===== src/rtl/uart_mmio_pkg.sv =====
// Shared definitions for the memory-mapped UART transmitter:
// register offsets, STATUS bit positions, serializer states and a
// STATUS word packing helper.
package uart_mmio_pkg;

    // Word offsets, taken from mem_addr[3:2]
    localparam logic [1:0] OFF_TXDATA = 2'd0;
    localparam logic [1:0] OFF_STATUS = 2'd1;
    localparam logic [1:0] OFF_LEDS   = 2'd2;

    // STATUS register bit positions
    localparam int STAT_FULL    = 0;
    localparam int STAT_BUSY    = 1;
    localparam int STAT_OVF     = 2;
    localparam int STAT_CNT_LSB = 3;
    localparam int STAT_CNT_MSB = 5;

    typedef enum logic [1:0] {
        IDLE  = 2'd0,
        START = 2'd1,
        DATA  = 2'd2,
        STOP  = 2'd3
    } tx_state_t;

    // Pack the STATUS word: {26'b0, count[2:0], overflow, busy, full}
    function automatic logic [31:0] build_status(input logic       full,
                                                 input logic       busy,
                                                 input logic       ovf,
                                                 input logic [2:0] cnt);
        logic [31:0] w;
        w = 32'h0000_0000;
        w[STAT_FULL]                  = full;
        w[STAT_BUSY]                  = busy;
        w[STAT_OVF]                   = ovf;
        w[STAT_CNT_MSB:STAT_CNT_LSB]  = cnt;
        return w;
    endfunction

endpackage


===== src/rtl/uart_tx_serializer.sv =====
// 8N1 serializer: start bit, eight data bits LSB first, one stop bit.
// Each bit lasts CLKS_PER_BIT clocks. txd is a registered output.
module uart_tx_serializer
    import uart_mmio_pkg::*;
#(
    parameter int CLKS_PER_BIT = 868
) (
    input  logic       clk,
    input  logic       reset_n,
    input  logic       valid,
    input  logic [7:0] data,
    output logic       ready,
    output logic       busy,
    output logic       txd
);

    localparam int            BW        = (CLKS_PER_BIT > 1) ? $clog2(CLKS_PER_BIT) : 1;
    localparam logic [BW-1:0] BAUD_LAST = BW'(CLKS_PER_BIT - 1);

    tx_state_t     state_q, state_d;
    logic [BW-1:0] baud_q, baud_d;
    logic [2:0]    bit_q, bit_d;
    logic [7:0]    shift_q, shift_d;
    logic          txd_q, txd_d;

    assign ready = (state_q == IDLE);
    assign busy  = (state_q != IDLE);
    assign txd   = txd_q;

    // Next-state logic: FSM, baud counter, bit counter, shifter and line level
    always_comb begin
        state_d = state_q;
        baud_d  = baud_q;
        bit_d   = bit_q;
        shift_d = shift_q;
        txd_d   = 1'b1;

        case (state_q)
            IDLE: begin
                baud_d = {BW{1'b0}};
                bit_d  = 3'd0;
                if (valid) begin
                    shift_d = data;
                    state_d = START;
                end else begin
                    state_d = IDLE;
                end
            end
            START: begin
                if (baud_q == BAUD_LAST) begin
                    baud_d  = {BW{1'b0}};
                    state_d = DATA;
                end else begin
                    baud_d = baud_q + BW'(1);
                end
            end
            DATA: begin
                if (baud_q == BAUD_LAST) begin
                    baud_d  = {BW{1'b0}};
                    shift_d = {1'b0, shift_q[7:1]};
                    if (bit_q == 3'd7) begin
                        bit_d   = 3'd0;
                        state_d = STOP;
                    end else begin
                        bit_d = bit_q + 3'd1;
                    end
                end else begin
                    baud_d = baud_q + BW'(1);
                end
            end
            STOP: begin
                if (baud_q == BAUD_LAST) begin
                    baud_d  = {BW{1'b0}};
                    state_d = IDLE;
                end else begin
                    baud_d = baud_q + BW'(1);
                end
            end
            default: begin
                state_d = IDLE;
                baud_d  = {BW{1'b0}};
                bit_d   = 3'd0;
            end
        endcase

        // Line level follows the state being entered so txd is registered
        case (state_d)
            START:   txd_d = 1'b0;
            DATA:    txd_d = shift_d[0];
            default: txd_d = 1'b1;
        endcase
    end

    // State register with synchronous active-low reset; line idles high
    always_ff @(posedge clk) begin
        if (!reset_n) begin
            state_q <= IDLE;
            baud_q  <= {BW{1'b0}};
            bit_q   <= 3'd0;
            shift_q <= 8'h00;
            txd_q   <= 1'b1;
        end else begin
            state_q <= state_d;
            baud_q  <= baud_d;
            bit_q   <= bit_d;
            shift_q <= shift_d;
            txd_q   <= txd_d;
        end
    end

endmodule


===== src/rtl/uart_tx_mmio.sv =====
// Memory-mapped UART transmitter: bus decode, TX FIFO, sticky overflow
// flag and registered read data (zero when not selected, for OR-merging).
// Optional LED register at offset 0x8 is enabled by defining MMIO_LED_EN.
module uart_tx_mmio
    import uart_mmio_pkg::*;
#(
    parameter logic [31:0] BASE_ADDR    = 32'h1000_0000,
    parameter int          CLKS_PER_BIT = 868,
    parameter int          FIFO_DEPTH   = 4
) (
    input  logic        clk,
    input  logic        reset_n,
    input  logic [31:0] mem_addr,
    input  logic [31:0] mem_wdata,
    input  logic        mem_w_enable,
    input  logic        mem_r_enable,
    output logic [31:0] mem_rdata,
    output logic        txd
`ifdef MMIO_LED_EN
    ,
    output logic [4:0]  leds
`endif
);

    localparam int PW = $clog2(FIFO_DEPTH);
    localparam int CW = PW + 1;

    logic [7:0]    fifo_q [FIFO_DEPTH];
    logic [PW-1:0] wr_ptr_q, wr_ptr_d;
    logic [PW-1:0] rd_ptr_q, rd_ptr_d;
    logic [CW-1:0] count_q, count_d;
    logic          ovf_q, ovf_d;
    logic [31:0]   rdata_q, rdata_d;

    logic          sel_s, rd_s, wr_s;
    logic [1:0]    off_s;
    logic          empty_s, full_s, busy_s;
    logic          push_req_s, push_s, pop_s;
    logic          ovf_set_s, ovf_clr_s;
    logic          ser_ready_s, ser_busy_s;
    logic [2:0]    cnt3_s;
    logic          unused_s;

`ifdef MMIO_LED_EN
    logic [4:0]    leds_q, leds_d;
    assign leds = leds_q;
`endif

    assign sel_s   = (mem_addr[31:4] == BASE_ADDR[31:4]);
    assign off_s   = mem_addr[3:2];
    assign rd_s    = mem_r_enable & sel_s;
    assign wr_s    = mem_w_enable & sel_s;

    assign empty_s = (count_q == {CW{1'b0}});
    assign full_s  = (count_q == CW'(FIFO_DEPTH));
    assign busy_s  = ser_busy_s | ~empty_s;
    assign cnt3_s  = 3'(count_q);

    // A pop in the same cycle frees a slot, so a push into a full FIFO is kept
    assign pop_s      = ser_ready_s & ~empty_s;
    assign push_req_s = wr_s & (off_s == OFF_TXDATA);
    assign push_s     = push_req_s & (~full_s | pop_s);
    assign ovf_set_s  = push_req_s & full_s & ~pop_s;
    assign ovf_clr_s  = rd_s & (off_s == OFF_STATUS);

    assign mem_rdata  = rdata_q;
    assign unused_s   = ^{mem_wdata[31:8], mem_addr[1:0]};

    uart_tx_serializer #(
        .CLKS_PER_BIT (CLKS_PER_BIT)
    ) u_ser (
        .clk     (clk),
        .reset_n (reset_n),
        .valid   (~empty_s),
        .data    (fifo_q[rd_ptr_q]),
        .ready   (ser_ready_s),
        .busy    (ser_busy_s),
        .txd     (txd)
    );

    // Next-state for FIFO pointers/count, overflow flag, read data and LEDs
    always_comb begin
        wr_ptr_d = wr_ptr_q;
        rd_ptr_d = rd_ptr_q;
        count_d  = count_q;
        ovf_d    = ovf_q;
        rdata_d  = 32'h0000_0000;
`ifdef MMIO_LED_EN
        leds_d   = leds_q;
`endif

        if (push_s) begin
            wr_ptr_d = wr_ptr_q + PW'(1);
        end else begin
            wr_ptr_d = wr_ptr_q;
        end

        if (pop_s) begin
            rd_ptr_d = rd_ptr_q + PW'(1);
        end else begin
            rd_ptr_d = rd_ptr_q;
        end

        case ({push_s, pop_s})
            2'b10:   count_d = count_q + CW'(1);
            2'b01:   count_d = count_q - CW'(1);
            default: count_d = count_q;
        endcase

        // Set wins over a coincident STATUS-read clear
        if (ovf_set_s) begin
            ovf_d = 1'b1;
        end else if (ovf_clr_s) begin
            ovf_d = 1'b0;
        end else begin
            ovf_d = ovf_q;
        end

        // Reads sample the pre-write state
        if (rd_s) begin
            case (off_s)
                OFF_STATUS: rdata_d = build_status(full_s, busy_s, ovf_q, cnt3_s);
`ifdef MMIO_LED_EN
                OFF_LEDS:   rdata_d = {27'h000_0000, leds_q};
`endif
                default:    rdata_d = 32'h0000_0000;
            endcase
        end else begin
            rdata_d = 32'h0000_0000;
        end

`ifdef MMIO_LED_EN
        if (wr_s && (off_s == OFF_LEDS)) begin
            leds_d = mem_wdata[4:0];
        end else begin
            leds_d = leds_q;
        end
`endif
    end

    // Control registers with synchronous active-low reset (flushes the FIFO)
    always_ff @(posedge clk) begin
        if (!reset_n) begin
            wr_ptr_q <= {PW{1'b0}};
            rd_ptr_q <= {PW{1'b0}};
            count_q  <= {CW{1'b0}};
            ovf_q    <= 1'b0;
            rdata_q  <= 32'h0000_0000;
`ifdef MMIO_LED_EN
            leds_q   <= 5'd0;
`endif
        end else begin
            wr_ptr_q <= wr_ptr_d;
            rd_ptr_q <= rd_ptr_d;
            count_q  <= count_d;
            ovf_q    <= ovf_d;
            rdata_q  <= rdata_d;
`ifdef MMIO_LED_EN
            leds_q   <= leds_d;
`endif
        end
    end

    // FIFO storage; contents are don't-care while the pointers say empty
    always_ff @(posedge clk) begin
        if (reset_n && push_s) begin
            fifo_q[wr_ptr_q] <= mem_wdata[7:0];
        end
    end

endmodule

===== config.mk =====
export PLATFORM = sky130hd
export DESIGN_NAME = uart_tx_mmio
export DESIGN_NICKNAME = d
export VERILOG_FILES = /design/src/rtl/uart_mmio_pkg.sv /design/src/rtl/uart_tx_serializer.sv /design/src/rtl/uart_tx_mmio.sv
export SDC_FILE = /design/constraint.sdc
export NUM_CORES = 1
export LEC_CHECK = 0
export ABC_CLOCK_PERIOD_IN_PS = 2600
export CAP_MARGIN = 0
export CORE_ASPECT_RATIO = 1.4
export CORE_MARGIN = 8
export CORE_UTILIZATION = 45
export DETAILED_ROUTE_END_ITERATION = 10
export PLACE_DENSITY = 0.77
export RECOVER_POWER = 50
export SYNTH_ARGS = -nofsm -noshare
export SYNTH_HDL_FRONTEND = slang
export SYNTH_SLANG_ARGS = --single-unit

===== constraint.sdc =====
create_clock -name clk -period 2.6 [get_ports clk]
set_input_delay 0.78 -clock clk [delete_from_list [all_inputs] [get_ports clk]]
set_output_delay 0.78 -clock clk [all_outputs]
set_load 0.02 [all_outputs]

==> results_dict.tcl <==
set metrics [dict create \
    setup_violators_final 0 \
    routed_wl_mm 5.90 \
    boundaryPins 101 \
    groute.usage.overall_pct 11.8 \
    setup_slack_after_layout_ps 160 \
    post-synth-top-area-fraction_pct 29.0 \
    worst_ep_required_time_ps 2830 \
    sequential_cell_area_mm2 0.00176 \
    drt_iter0_markers 78 \
    slew_viol_final 0 \
    min_period_over_period_pct 93.8 \
    area_growth_pct 21.3 \
    grt_first_pass_wirelength_mm 9.60 \
    worst_skew_pair.late_latency_ps 350 \
    crit_path_top_delay_cell "clkdlybuf4s50_1" \
    buffer_ports.inserted 48 \
    die_area_mm2 0.0104 \
    powerDensity_mw_per_mm2 682 \
    post_synth_main_area_contributors "edfxtp_1 29%, dfxtp_1 24%, buf_4 5.9%, mux4_2 5.4%, ha_1 2.6%" \
    fraction_of_final_layout_cells_with_drive_strength_greater_than_1_pct 14.5 \
    status "completed" \
    timing.final.hold_violations 0 \
    first_global_vias 2119 \
    synth_simple_gate_area_share_pct 18.6 \
    critical_path.max_stage_delay_ps 420 \
    dp_worst_setup_slack_ps -221 \
    pin_count_of_the_biggest_net_entering_global_routing 32 \
    n_fill_cell 600 \
    number_of_flops_mapped_to_enable_cells_by_yosys 32 \
    rsz_0062_raised_after_global_routing "false" \
    netlist.top_cell.by_area "edfxtp_1" \
    synthMostInstantiatedCell "dfxtp_1" \
    yosys.area_share.xor_xnor_pct 3.17 \
    p_leak_nw 1.47 \
    numClockSinks 72 \
    antenna_cells 0 \
    syn-cell-area_mm2 0.00331 \
    globalRouteOverflowTotal 0 \
    initial_core_utilization_pct 45.8 \
    achievable-frequency_mhz 410 \
    critical_path.startpoint_type "input port" \
    number_of_cells_produced_by_synthesis 276 \
    path_clk_slew_ps 80 \
    critical_path_cell_sequence "clkdlybuf4s50_1 > nor4_2 > nand4_1 > nor2_1 > nor2_1 > fa_1 > inv_1 > o211a_1 > a31oi_1 > mux2i_1" \
    met1_capacity_usage_during_global_routing_pct 12.7 \
    cp-end-kind "flop" \
    critical_path_peak_fanout 2 \
    global_route.peak_usage_layer "met2" \
    finalNetCount 408 \
    cp.arrival_ps 2670 \
    synth-async-reset-ratio_pct 0 \
    drc_errors 0 \
    dieHeight_um 117 \
    die_w_um 88.5 \
    avgViaCountPerCell 4.81 \
    ys_seq_area_share_pct 53.2 \
    post_cts_buffers 0 \
    tritoncts "built" \
    synth_fa_ha_area_share_pct 3.25 \
    timing.critical_path.mode_cell "nor2_1" \
    global_route.usage.met3_pct 2.87 \
    finClkSkew_ps 6.39 \
    max-clock-path-buffers 2 \
    place.detailed.hpwl_mm 4.46 \
    cts.repair.resized 0 \
    antenna_violations_before_repair 0 \
    synthTopCellsByCount "40 x dfxtp_1, 32 x edfxtp_1, 26 x buf_4" \
    drv.max_cap_violation_count 0 \
    met2_grt_util_pct 20.3 \
    dominant_combinational_cell_family_by_area_after_synthesis "simple AND/OR/NAND/NOR gates" \
    yosys_register_bits 72 \
    cts-buffers-inserted 9 \
    netlist-cell-type-count 52 \
    ys.flop_type "dfxtp_1" \
    rows 37 \
    ir_worst_vdd_mv 0.512 \
    clock-root-buffer "clkbuf_8" \
    h-tree-depth 3 \
    drtPass1Iterations 4 \
    avgRoutedWirePerCell_um 13.6 \
    synth_compound_area_share_pct 6.54 \
    routabilityCongestion 0.745 \
    synth.avg_cell_area_um2 12.0 \
    routed-via-count 2088 \
    power.total_mw 2.74 \
    area_of_the_core_mm2 0.00722 \
    detail-route-antenna-nets 0 \
    timing_worst_setup_path_type "in2reg" \
    synth-warning-count 0 \
    layout_min_cycle_time_ps 2440 \
    post_cts_hold_buffers 0 \
    muxShareOfSynthArea_pct 6.95 \
    multi_input_area_mm2 0.00136 \
    type_of_the_most_critical_hold_path "reg2reg" \
]
==> final timing paths <==
kind	startpoint	endpoint	slack, ps	cells past startpoint
worst max-delay path	mem_addr[18]	cnt3_s[2]$_SDFFE_PN0P_	160	10
worst min-delay path	u_ser.baud_q[0]$_SDFF_PP0_	u_ser.baud_q[0]$_SDFF_PP0_	450	1
worst max register to register	u_ser.baud_q[0]$_SDFF_PP0_	u_ser.state_q[1]$_SDFF_PN0_	580	6
worst min register to register	u_ser.baud_q[0]$_SDFF_PP0_	u_ser.baud_q[0]$_SDFF_PP0_	450	1
==> critical path, delay by kind of cell <==
kind	cells	cell delay (ps)
simple gates	4	710
buf+inv	2	490
fa+ha+maj	1	380
compound gates	2	190
mux	1	130
==> state kept, by name (all words and copies together), names as in the netlist, named ones only <==
name and flops:
rd_ptr_q 2, ovf_q 1, cnt3_s 3, wr_ptr_q 2, u_ser.shift_q 8, u_ser.baud_q 10, u_ser.state_q 2, mem_rdata 6
fifo_q 32, u_ser.txd 1, u_ser.bit_q 3
==> per-layer routing <==
metal | up-vias | routed length [um]
met5 | - | 0
met4 | 0 | 80
met3 | 8 | 408
met2 | 64 | 3130
met1 | 962 | 2280
li1 | 1054 | -
==> logic make-up after synthesis <==
kind of cell / after synthesis
AOI/OAI and AO/OA: 29
adders and majority gates: 8
and+or+nand+nor: 97
DFF: 72
buffers and inverters: 44
xor gates and xnor gates: 12
muxes: 13
other: 1
==> per-stage QoR <==
| step | cell area (um^2) | util, % | hold WS [ps] | std cells | setup TNS, ps |
|---|---|---|---|---|---|
| 3_3_place_gp | 3830 | 53.0 | 429 | 418 | -5620 |
| 6_report | 4020 | 55.6 | 454 | 434 | 0 |
| 5_1_grt | 4020 | 55.6 | 485 | 434 | 0 |
| 2_1_floorplan | 3400 | - | 418 | 301 | 0 |
| 3_5_place_dp | 3830 | 53.0 | 443 | 418 | -6080 |
| 4_1_cts | 4030 | 55.8 | 456 | 434 | 0 |
==> cell usage in the layout, fill, tap and decap left out, drive strengths merged, types with 6 or more instances in the layout <==
cell type / count
dfxtp: 40
clkdlybuf4s50: 39
edfxtp: 32
conb: 26
nor2: 20
nand2: 18
inv: 11
and3: 11
clkbuf: 9
dlygate4sd3: 9
mux4: 8
nand3: 8
buf: 8
a21boi: 8
a22oi: 7
xor2: 7
ha: 7
and2: 7
nor4: 6
==> layout make-up <==
type | count | area share (%)
flip-flops and latches | 72 | 43.9
multi-input cells | 185 | 33.9
repair buffers | 56 | 13.5
clock buffers | 9 | 3.09
well taps | 97 | 3.02
clock inverters | 7 | 1.93
inverters | 8 | 0.748
==> where the power goes <==
part | internal (mW) | leakage, nW | total (mW) | switching (mW)
Combinational | 0.275 | 0.761 | 0.553 | 0.278
Sequential | 1.24 | 0.609 | 1.30 | 0.0633
Clock | 0.452 | 0.101 | 0.884 | 0.431
Total | 1.96 | 1.47 | 2.74 | 0.773
(Power assumes the default switching activity.)
